===== src/rtl/conv_pkg.sv =====
// rtl/conv_pkg.sv - shared types, default widths and saturation helper for the conv engine
package conv_pkg;

    typedef enum logic [2:0] {
        ST_IDLE,
        ST_RUN,
        ST_FLUSH,
        ST_WRITE,
        ST_DONE
    } state_e;

    localparam int DEF_K      = 3;
    localparam int DEF_DATA_W = 24;
    localparam int DEF_W_W    = 8;

    // Clamp a sign-extended value into the signed range of a w-bit word.
    function automatic logic signed [63:0] saturate(input logic signed [63:0] v, input int w);
        logic signed [63:0] hi;
        logic signed [63:0] lo;
        hi = (64'sd1 <<< (w - 1)) - 64'sd1;
        lo = -hi - 64'sd1;
        if (v > hi) return hi;
        if (v < lo) return lo;
        return v;
    endfunction

endpackage


===== src/rtl/conv_mac_acc.sv =====
// rtl/conv_mac_acc.sv - signed multiply-accumulate with bias load, ReLU and output saturation
module conv_mac_acc
    import conv_pkg::*;
#(
    parameter int DATA_W = DEF_DATA_W,
    parameter int W_W    = DEF_W_W,
    parameter int ACC_W  = 40,
    parameter int OUT_DW = 24
) (
    input  logic                     clk_i,
    input  logic                     rst_i,
    input  logic                     load_i,
    input  logic signed [ACC_W-1:0]  bias_i,
    input  logic                     acc_en_i,
    input  logic signed [DATA_W-1:0] img_i,
    input  logic signed [W_W-1:0]    w_i,
    input  logic                     relu_i,
    input  logic                     cap_i,
    output logic signed [OUT_DW-1:0] res_o
);

    localparam int PW = DATA_W + W_W;

    logic signed [PW-1:0]     prod;
    logic signed [ACC_W-1:0]  acc_q;
    logic signed [ACC_W-1:0]  sum;
    logic signed [ACC_W-1:0]  relu_val;
    logic signed [OUT_DW-1:0] res_q;
    logic signed [OUT_DW-1:0] res_d;

    // The result is taken from the sum including the last product so it is ready in WRITE.
    always_comb begin
        prod     = PW'(img_i) * PW'(w_i);
        sum      = acc_q + ACC_W'(prod);
        relu_val = (relu_i && sum[ACC_W-1]) ? '0 : sum;
        res_d    = OUT_DW'(saturate(64'(relu_val), OUT_DW));
    end

    always_ff @(posedge clk_i or posedge rst_i) begin
        if (rst_i) begin
            acc_q <= '0;
            res_q <= '0;
        end else begin
            if (load_i)
                acc_q <= bias_i;
            else if (acc_en_i)
                acc_q <= sum;
            if (cap_i)
                res_q <= res_d;
        end
    end

    assign res_o = res_q;

endmodule


===== src/rtl/conv_mc_engine.sv =====
// rtl/conv_mc_engine.sv - single-output-channel convolution engine: FSM, tap/pixel counters, address generation
module conv_mc_engine
    import conv_pkg::*;
#(
    parameter int K_H    = DEF_K,
    parameter int K_W    = DEF_K,
    parameter int IN_H   = 14,
    parameter int IN_W   = 13,
    parameter int IN_CH  = 4,
    parameter int OUT_CH = 10,
    parameter int STRIDE = 1,
    parameter int DATA_W = DEF_DATA_W,
    parameter int W_W    = DEF_W_W,
    parameter int OUT_DW = 24,
    localparam int OUT_H = (IN_H - K_H) / STRIDE + 1,
    localparam int OUT_W = (IN_W - K_W) / STRIDE + 1,
    localparam int ACC_W = DATA_W + W_W + $clog2(IN_CH * K_H * K_W) + 1,
    localparam int OC_W  = $clog2(OUT_CH),
    localparam int IA_W  = $clog2(IN_CH * IN_H * IN_W),
    localparam int WA_W  = $clog2(OUT_CH * IN_CH * K_H * K_W),
    localparam int OA_W  = $clog2(OUT_H * OUT_W)
) (
    input  logic                     clk,
    input  logic                     rst,
    input  logic                     start,
    input  logic [OC_W-1:0]          oc_sel,
    input  logic signed [ACC_W-1:0]  bias,
    input  logic                     relu_en,
    output logic [IA_W-1:0]          img_addr,
    input  logic signed [DATA_W-1:0] img_rdata,
    output logic [WA_W-1:0]          w_addr,
    input  logic signed [W_W-1:0]    w_rdata,
    output logic                     out_we,
    output logic [OA_W-1:0]          out_addr,
    output logic signed [OUT_DW-1:0] out_data,
    output logic                     busy,
    output logic                     done
);

    localparam int CW = 16;

    state_e                  state_q;
    logic                    busy_q, done_q, out_we_q, vld_q, relu_q;
    logic [OC_W-1:0]         oc_q;
    logic signed [ACC_W-1:0] bias_q;
    logic [CW-1:0]           ch_q, kh_q, kw_q, r_q, c_q;
    logic [CW-1:0]           ch_d, kh_d, kw_d, r_d, c_d;
    logic                    last_tap, last_pix;
    logic [IA_W-1:0]         img_addr_q;
    logic [WA_W-1:0]         w_addr_q;
    logic [OA_W-1:0]         out_addr_q;

    function automatic logic [IA_W-1:0] ia_f(input logic [CW-1:0] ch, kh, kw, r, c);
        return IA_W'(int'(ch) * IN_H * IN_W + (int'(r) * STRIDE + int'(kh)) * IN_W
                     + int'(c) * STRIDE + int'(kw));
    endfunction

    function automatic logic [WA_W-1:0] wa_f(input logic [OC_W-1:0] oc, input logic [CW-1:0] ch, kh, kw);
        return WA_W'(((int'(oc) * IN_CH + int'(ch)) * K_H + int'(kh)) * K_W + int'(kw));
    endfunction

    // Tap order: kw innermost, then kh, then input channel.
    always_comb begin
        kw_d = kw_q + 1'b1;
        kh_d = kh_q;
        ch_d = ch_q;
        if (kw_q == CW'(K_W - 1)) begin
            kw_d = '0;
            kh_d = kh_q + 1'b1;
            if (kh_q == CW'(K_H - 1)) begin
                kh_d = '0;
                ch_d = ch_q + 1'b1;
            end
        end
        c_d = c_q + 1'b1;
        r_d = r_q;
        if (c_q == CW'(OUT_W - 1)) begin
            c_d = '0;
            r_d = r_q + 1'b1;
        end
        last_tap = (ch_q == CW'(IN_CH - 1)) && (kh_q == CW'(K_H - 1)) && (kw_q == CW'(K_W - 1));
        last_pix = (r_q == CW'(OUT_H - 1)) && (c_q == CW'(OUT_W - 1));
    end

    always_ff @(posedge clk or posedge rst) begin
        if (rst) begin
            state_q    <= ST_IDLE;
            busy_q     <= 1'b0;
            done_q     <= 1'b0;
            out_we_q   <= 1'b0;
            vld_q      <= 1'b0;
            relu_q     <= 1'b0;
            oc_q       <= '0;
            bias_q     <= '0;
            ch_q       <= '0;
            kh_q       <= '0;
            kw_q       <= '0;
            r_q        <= '0;
            c_q        <= '0;
            img_addr_q <= '0;
            w_addr_q   <= '0;
            out_addr_q <= '0;
        end else begin
            done_q   <= 1'b0;
            out_we_q <= 1'b0;
            // Read data returns one cycle after each RUN address, so the product is valid next cycle.
            vld_q    <= (state_q == ST_RUN);
            case (state_q)
                ST_IDLE: begin
                    if (start) begin
                        oc_q       <= oc_sel;
                        bias_q     <= bias;
                        relu_q     <= relu_en;
                        ch_q       <= '0;
                        kh_q       <= '0;
                        kw_q       <= '0;
                        r_q        <= '0;
                        c_q        <= '0;
                        img_addr_q <= ia_f('0, '0, '0, '0, '0);
                        w_addr_q   <= wa_f(oc_sel, '0, '0, '0);
                        busy_q     <= 1'b1;
                        state_q    <= ST_RUN;
                    end
                end
                ST_RUN: begin
                    if (last_tap) begin
                        state_q <= ST_FLUSH;
                    end else begin
                        ch_q       <= ch_d;
                        kh_q       <= kh_d;
                        kw_q       <= kw_d;
                        img_addr_q <= ia_f(ch_d, kh_d, kw_d, r_q, c_q);
                        w_addr_q   <= wa_f(oc_q, ch_d, kh_d, kw_d);
                    end
                end
                ST_FLUSH: begin
                    out_we_q   <= 1'b1;
                    out_addr_q <= OA_W'(int'(r_q) * OUT_W + int'(c_q));
                    state_q    <= ST_WRITE;
                end
                ST_WRITE: begin
                    if (last_pix) begin
                        done_q  <= 1'b1;
                        state_q <= ST_DONE;
                    end else begin
                        r_q        <= r_d;
                        c_q        <= c_d;
                        ch_q       <= '0;
                        kh_q       <= '0;
                        kw_q       <= '0;
                        img_addr_q <= ia_f('0, '0, '0, r_d, c_d);
                        w_addr_q   <= wa_f(oc_q, '0, '0, '0);
                        state_q    <= ST_RUN;
                    end
                end
                ST_DONE: begin
                    busy_q  <= 1'b0;
                    state_q <= ST_IDLE;
                end
                default: state_q <= ST_IDLE;
            endcase
        end
    end

    conv_mac_acc #(
        .DATA_W (DATA_W),
        .W_W    (W_W),
        .ACC_W  (ACC_W),
        .OUT_DW (OUT_DW)
    ) u_mac (
        .clk_i    (clk),
        .rst_i    (rst),
        .load_i   ((state_q == ST_IDLE && start) || state_q == ST_WRITE),
        .bias_i   ((state_q == ST_IDLE) ? bias : bias_q),
        .acc_en_i (vld_q),
        .img_i    (img_rdata),
        .w_i      (w_rdata),
        .relu_i   (relu_q),
        .cap_i    (state_q == ST_FLUSH),
        .res_o    (out_data)
    );

    assign img_addr = img_addr_q;
    assign w_addr   = w_addr_q;
    assign out_we   = out_we_q;
    assign out_addr = out_addr_q;
    assign busy     = busy_q;
    assign done     = done_q;

endmodule


===== config.mk =====
export PLATFORM = sky130hd
export DESIGN_NAME = conv_mc_engine
export DESIGN_NICKNAME = d
export VERILOG_FILES = /design/src/rtl/conv_pkg.sv /design/src/rtl/conv_mac_acc.sv /design/src/rtl/conv_mc_engine.sv
export SDC_FILE = /design/constraint.sdc
export NUM_CORES = 2
export LEC_CHECK = 0
export BUFFER_PORTS_ARGS = -buffer_cell sky130_fd_sc_hd__buf_2
export CORE_MARGIN = 2
export CORE_UTILIZATION = 59
export CTS_CLUSTER_DIAMETER = 200
export DETAILED_ROUTE_END_ITERATION = 12
export GPL_TIMING_DRIVEN = 1
export PLACE_DENSITY = 0.77
export SKIP_CTS_REPAIR_TIMING = 1
export SYNTH_ARGS = -nofsm -noshare
export SYNTH_HDL_FRONTEND = slang
export SYNTH_SLANG_ARGS = --single-unit

===== constraint.sdc =====
create_clock -name clk -period 20.5 [get_ports clk]
set_input_delay 4.1 -clock clk [delete_from_list [all_inputs] [get_ports clk]]
set_output_delay 4.1 -clock clk [all_outputs]
set_load 0.05 [all_outputs]

== Yosys cells after proc, flatten, opt, wreduce, memory -nomap -nowiden ==
Index checks and enable logic that the tools add are counted.

* Output and inout bits: 54
* Bits in registers: 221
* Input port bits: 79
* Word-level logic and storage cells: 123

* Add/subtract/negate cells: 15
* Multipliers: 12
* Reduce and logical (&&, ||, !) cells: 16
* $lt $le $gt $ge: 2
* Equality and inequality tests: 13
* Multiplexer cells: 47

{| class="wikitable"
|+ Operators by type and width
! operator !! number
|-
| $mux 16 || 14
|-
| $mux 39 || 4
|-
| $pmux 16 s3 || 3
|-
| $mux 24 || 4
|-
| $add 16x1->16 const B || 5
|-
| $pmux 16 s2 || 2
|-
| $eq 16x2->1 const B || 3
|-
| $add 10x10->10 || 4
|-
| $add 39x32->39 || 1
|-
| $gt 39x24->1 const B || 1
|-
| $lt 39x24->1 const B || 1
|-
| $eq 16x4->1 const B || 2
|-
| $mul 24x8->32 || 1
|-
| $mux 10 || 3
|-
| $pmux 10 s3 || 1
|-
| $mux 9 || 3
|-
| $pmux 9 s3 || 1
|-
| $add 19x16->20 || 1
|-
| $mul 20x2->9 const B || 1
|-
| $mul 16x3->19 const B || 1
|-
| $mul 17x2->19 const B || 1
|-
| $mul 19x4->9 const B || 1
|-
| $add 16x16->17 || 1
|-
| $add 6x16->17 || 1
|-
| other kinds (23) || 45
|}

== Depth between registers and ports, before layout ==
* Depth after elaboration: 10
* Depth in mapped cells: 32
* Gate-level depth less buffers: 31

== By module ==
From an unflattened synthesis, not the netlist that was laid out.

* Cell total of the unflattened synthesis: 2783
* Area, all modules: 25919.9 um^2

{| class="wikitable"
|+ Modules (own cells, without submodules)
! module !! seq. area each (um^2) !! area an instance (um^2) !! cells an instance !! instances
|-
| conv_mc_engine || 3953.8 || 13827.0 || 1460 || 1
|-
| conv_mac_acc || 1576.5 || 12092.8 || 1323 || 1
|}

== Least setup slack after synthesis ==
OpenSTA, ideal clock, no wires.

* Path type: input -> register
* Start: in w_rdata[1]
* End: reg u_mac.res_q[19], in the netlist u_mac.res_o[19]
* Library setup time: 0.126 ns
* Required time: 20.374 ns
* Stages: 19
* Arrival time: 9.693 ns
* Path buffers: 2
* Setup slack: 10.681 ns
* Path through: and2_1 fa_1 fa_1 fa_1 fa_1 ha_1 ha_1 buf_6 a21o_1 a21o_1 a221oi_2 nand2_1 a31oi_2 o21ai_1 xor2_1 or3_1 o31a_1 buf_6 a221o_1

* Word-level cells in the longest chain between the ends: 9
* Elaborated cells on any way between the ends: 12
* Those cells by class: add/sub (1); mul (1); order compare (2); mux (7); reduce/logical (1)

{| class="wikitable"
|+ Ends and longest elaborated chain
! element !! RTL line !! RTL
|-
| start, declared || conv_mc_engine.sv:32 || <nowiki>input logic signed [W_W-1:0] w_rdata,</nowiki>
|-
| $mul 24x8->32 * || conv_mac_acc.sv:33 || <nowiki>prod = PW'(img_i) * PW'(w_i);</nowiki>
|-
| $add 39x32->39 * || conv_mac_acc.sv:34 || <nowiki>sum = acc_q + ACC_W'(prod);</nowiki>
|-
| $logic_and 1x1->1 || conv_mac_acc.sv:35 || <nowiki>relu_val = (relu_i && sum[ACC_W-1]) ? '0 : sum;</nowiki>
|-
| $mux 39 * || conv_mac_acc.sv:35 ||
|-
| $lt 39x24->1 || conv_pkg.sv:23 || <nowiki>if (v < lo) return lo;</nowiki>
|-
| $mux 1 (2 in a row) || conv_pkg.sv:23 ||
|-
| $mux 24 || conv_pkg.sv:24 || <nowiki>return v;</nowiki>
|-
| $mux 24 * || conv_pkg.sv:23 ||
|-
| end signal, assigned || conv_mac_acc.sv:49 || <nowiki>res_q <= res_d;</nowiki>
|-
| end, declared || conv_mac_acc.sv:28 || <nowiki>logic signed [OUT_DW-1:0] res_q;</nowiki>
|}

Every way passes the cells marked *; elsewhere a longest branch is shown, timed or not. The select of a mux whose other input is x is not followed.
A chain may end at the register's enable or synchronous reset.

== Final worst setup path ==
* Start: in w_rdata[0]
* End: reg u_mac.res_q[0], in the netlist u_mac.res_o[0]

The elaborated chain is that of the path after synthesis.

==> impl_metrics.toml <==
[run_status]
status = "completed"

[sta]
whs_ps = 481
layout_min_cycle_time_ps = 10500
rsz0062_at_grt = "false"
final-setup-viol-count = 0
slew_violations = 0
hold_viol_final = 0
finalClockSkew_ps = 15.3
tightestPinTransition_ps = 1030
tns_ps = 0
timing.slew.headroom = 0.311
clock.fmax_mhz = 95.2
fin_crit_sh = 0.512

[routing]
vias_per_cell = 5.83
route.detailed.drc = 0
via_count = 18896
drt_iter0_drc = 1218
remaining_antenna_violation_count_after_routing = 0
firstDrtPassIters = 8
detail_route.wl_per_cell_um = 18.9
wirelength_um = 61100

[global_route]
gr-usage-all-layers = 0.293
grt_overflow_total = 0
antenna_violations_before_repair = 5
grt_start_max_net_pins = 150
grt_pass1_vias = 19557
global_route_wire_length_before_repair_um = 103000

[synth]
mappedNetlistNets = 3196
synth_largest_area_cell = "fa_1"
ys.warnings.count = 0
postSynthAreaPerCell_um2 = 9.43
synth_largest_type_area_fraction = 0.240
synth_top_cells_by_area = "fa_1 (24%), dfrtp_1 (22%), ha_1 (11%), inv_1 (4.9%), xnor2_1 (4.6%)"
postSynthCellCount = 2612
share_of_flip_flops_with_an_asynchronous_set_or_reset_after_synthesis = 1.00
synth-seq-cells = 221
post_synthesis_sequential_area_ratio = 0.225
synth-edff-count = 0
ys_dominant_reg_cell = "dfrtp_1"
yosysUniqueCellTypes = 73
synthesis.area_um2 = 24600

[clocking]
cts_made_buffers = 24
clkSinkCount = 221
worst_setup_hold_path_clk_slew_ps = 70
tritoncts = "done"
htree_levels = 1
clock_insertion_delay_worst_skew_ps = 540
cts.path.max_buffers = 3
clockRootBuffer = "clkbuf_16"

[placed_design]
placed_cell_area_um2 = 25700
place.detailed.hpwl_um = 48400
finalWeightedCongestion = 0.918
port_buffers = 132
dp.cells = 3191

[final_layout]
finish.instance_area_um2 = 26600
syn2layout_area_growth_pct = 7.90
multiInputGateArea_um2 = 17500
final_cells = 3240
finalNetCount = 3269
share_of_final_layout_standard_cells_stronger_than_drive_strength_1 = 0.0977
layout.area.seq_um2 = 5530
fillerInstances = 3296

[worst_setup_path]
critical_path_required_ps = 20920
cp-end-kind = "flop"
setup.worst_path.class = "input port to flop"
cp_max_fo = 24
startpoint_type = "input port"
cp_data_arrival_time_ps = 10920

[die]
number_of_core_rows = 74
initial_core_util = 0.600
floorplan.die_area_um2 = 43400
chipHeight_um = 208
floorplan_core_area_um2 = 41000
floorplan.die.width_um = 208
ios = 133

[hold_path]
holdCritPathClass = "flop to flop"

[run]
cap_viol_max_count = 0
-- path summary, 6_finish.rpt --
kind | startpoint | end | slack (ps) | cells after the start
worst max-delay path | w_rdata[0] | u_mac.res_o[0] | 10000 | 20
worst min-delay path | w_addr[1] | w_addr[1] | 480 | 2
worst max register to register | kw_q[2] | img_addr[9] | 12260 | 24
worst min register to register | w_addr[1] | w_addr[1] | 480 | 2
max in group asynchronous | rst | oc_q[3] | 15130 | 3
min in group asynchronous | rst | out_addr[5] | 3790 | 2
-- synthesized netlist by cell type, types with 40 or more instances --
cell and n:
nand2_1 274, a31oi_1 50, nand3_1 40, a21oi_1 104
inv_1 321, mux2_2 44, dfrtp_1 221, xnor2_1 130
fa_1 295, and2_1 123, nor2_1 163, o21ai_0 114
clkbuf_1 77, ha_1 210, xor2_1 46
-- registers in the layout, indices dropped and copies added, names as in the netlist, 9 cells and up --
register / flops
img_addr: 10
u_mac.acc_q: 39
bias_q: 39
kh_q: 16
w_addr: 9
ch_q: 16
r_q: 16
c_q: 16
kw_q: 16
u_mac.res_o: 24
-- worst max-delay path, stage by stage --
cell and delay, ps:
buf_2 370, and2_1 780, inv_1 150, fa_1 530
inv_1 60, fa_1 520, fa_1 440, fa_1 500
ha_1 300, ha_1 420, nand4_1 180, nor4_2 420
nand3_1 200, a31oi_1 240, o211ai_1 140, nand2b_1 110
xor2_1 90, or3_1 390, o31a_1 580, a221o_1 390
-- through the flow --
stage | setup slack, ps | util
final | 10000 | 0.648
after global routing | 9630 | 0.648
after CTS | 10040 | 0.647
after floorplan | 10350 | -
after global placement | 9640 | 0.626
after detailed placement | 9480 | 0.626
-- layout by cell type, fill, tap and decap left out, drive strengths merged, types with 10 or more instances in the layout --
cell type,count
a211oi,39
a21o,39
a21oi,106
a221o,23
a31oi,51
and2,124
and3,21
and4,12
buf,147
clkbuf,33
dfrtp,221
fa,295
ha,210
inv,324
mux2,44
nand2,274
nand2b,14
nand3,40
nand4,29
nor2,164
nor2b,22
nor3,22
nor4,19
o21ai,120
o21bai,19
o31ai,12
or3,10
xnor2,132
xor2,47
-- per-layer routing --
layer	part of all wire	track usage
met5	0	0
met2	0.48	0.488
met3	0.059	0.0448
met4	0.029	0.0843
met1	0.43	0.399
-- cells by family after synthesis --
kind of cell,count (synthesis),synth area share
XOR/XNOR,180,0.0655
AO/OA/AOI/OAI,469,0.125
buffers and inverters,422,0.0659
adder cells (fa/ha/maj),505,0.347
multiplexers,50,0.0226
flip-flops,221,0.225
AND/OR/NAND/NOR,765,0.150
-- final cells by class --
class	instances	share of cell area
antenna	5	0.000471
clock buffer	33	0.0265
clock inverter	11	0.00702
inverter	322	0.0458
multi-input combinational	1969	0.658
sequential	221	0.208
tap	532	0.0251
timing repair buffer	147	0.0291
Power is left out: the tool's default activity adds up to more than one toggle a clock period on the data nets, which glitch-free logic cannot reach.
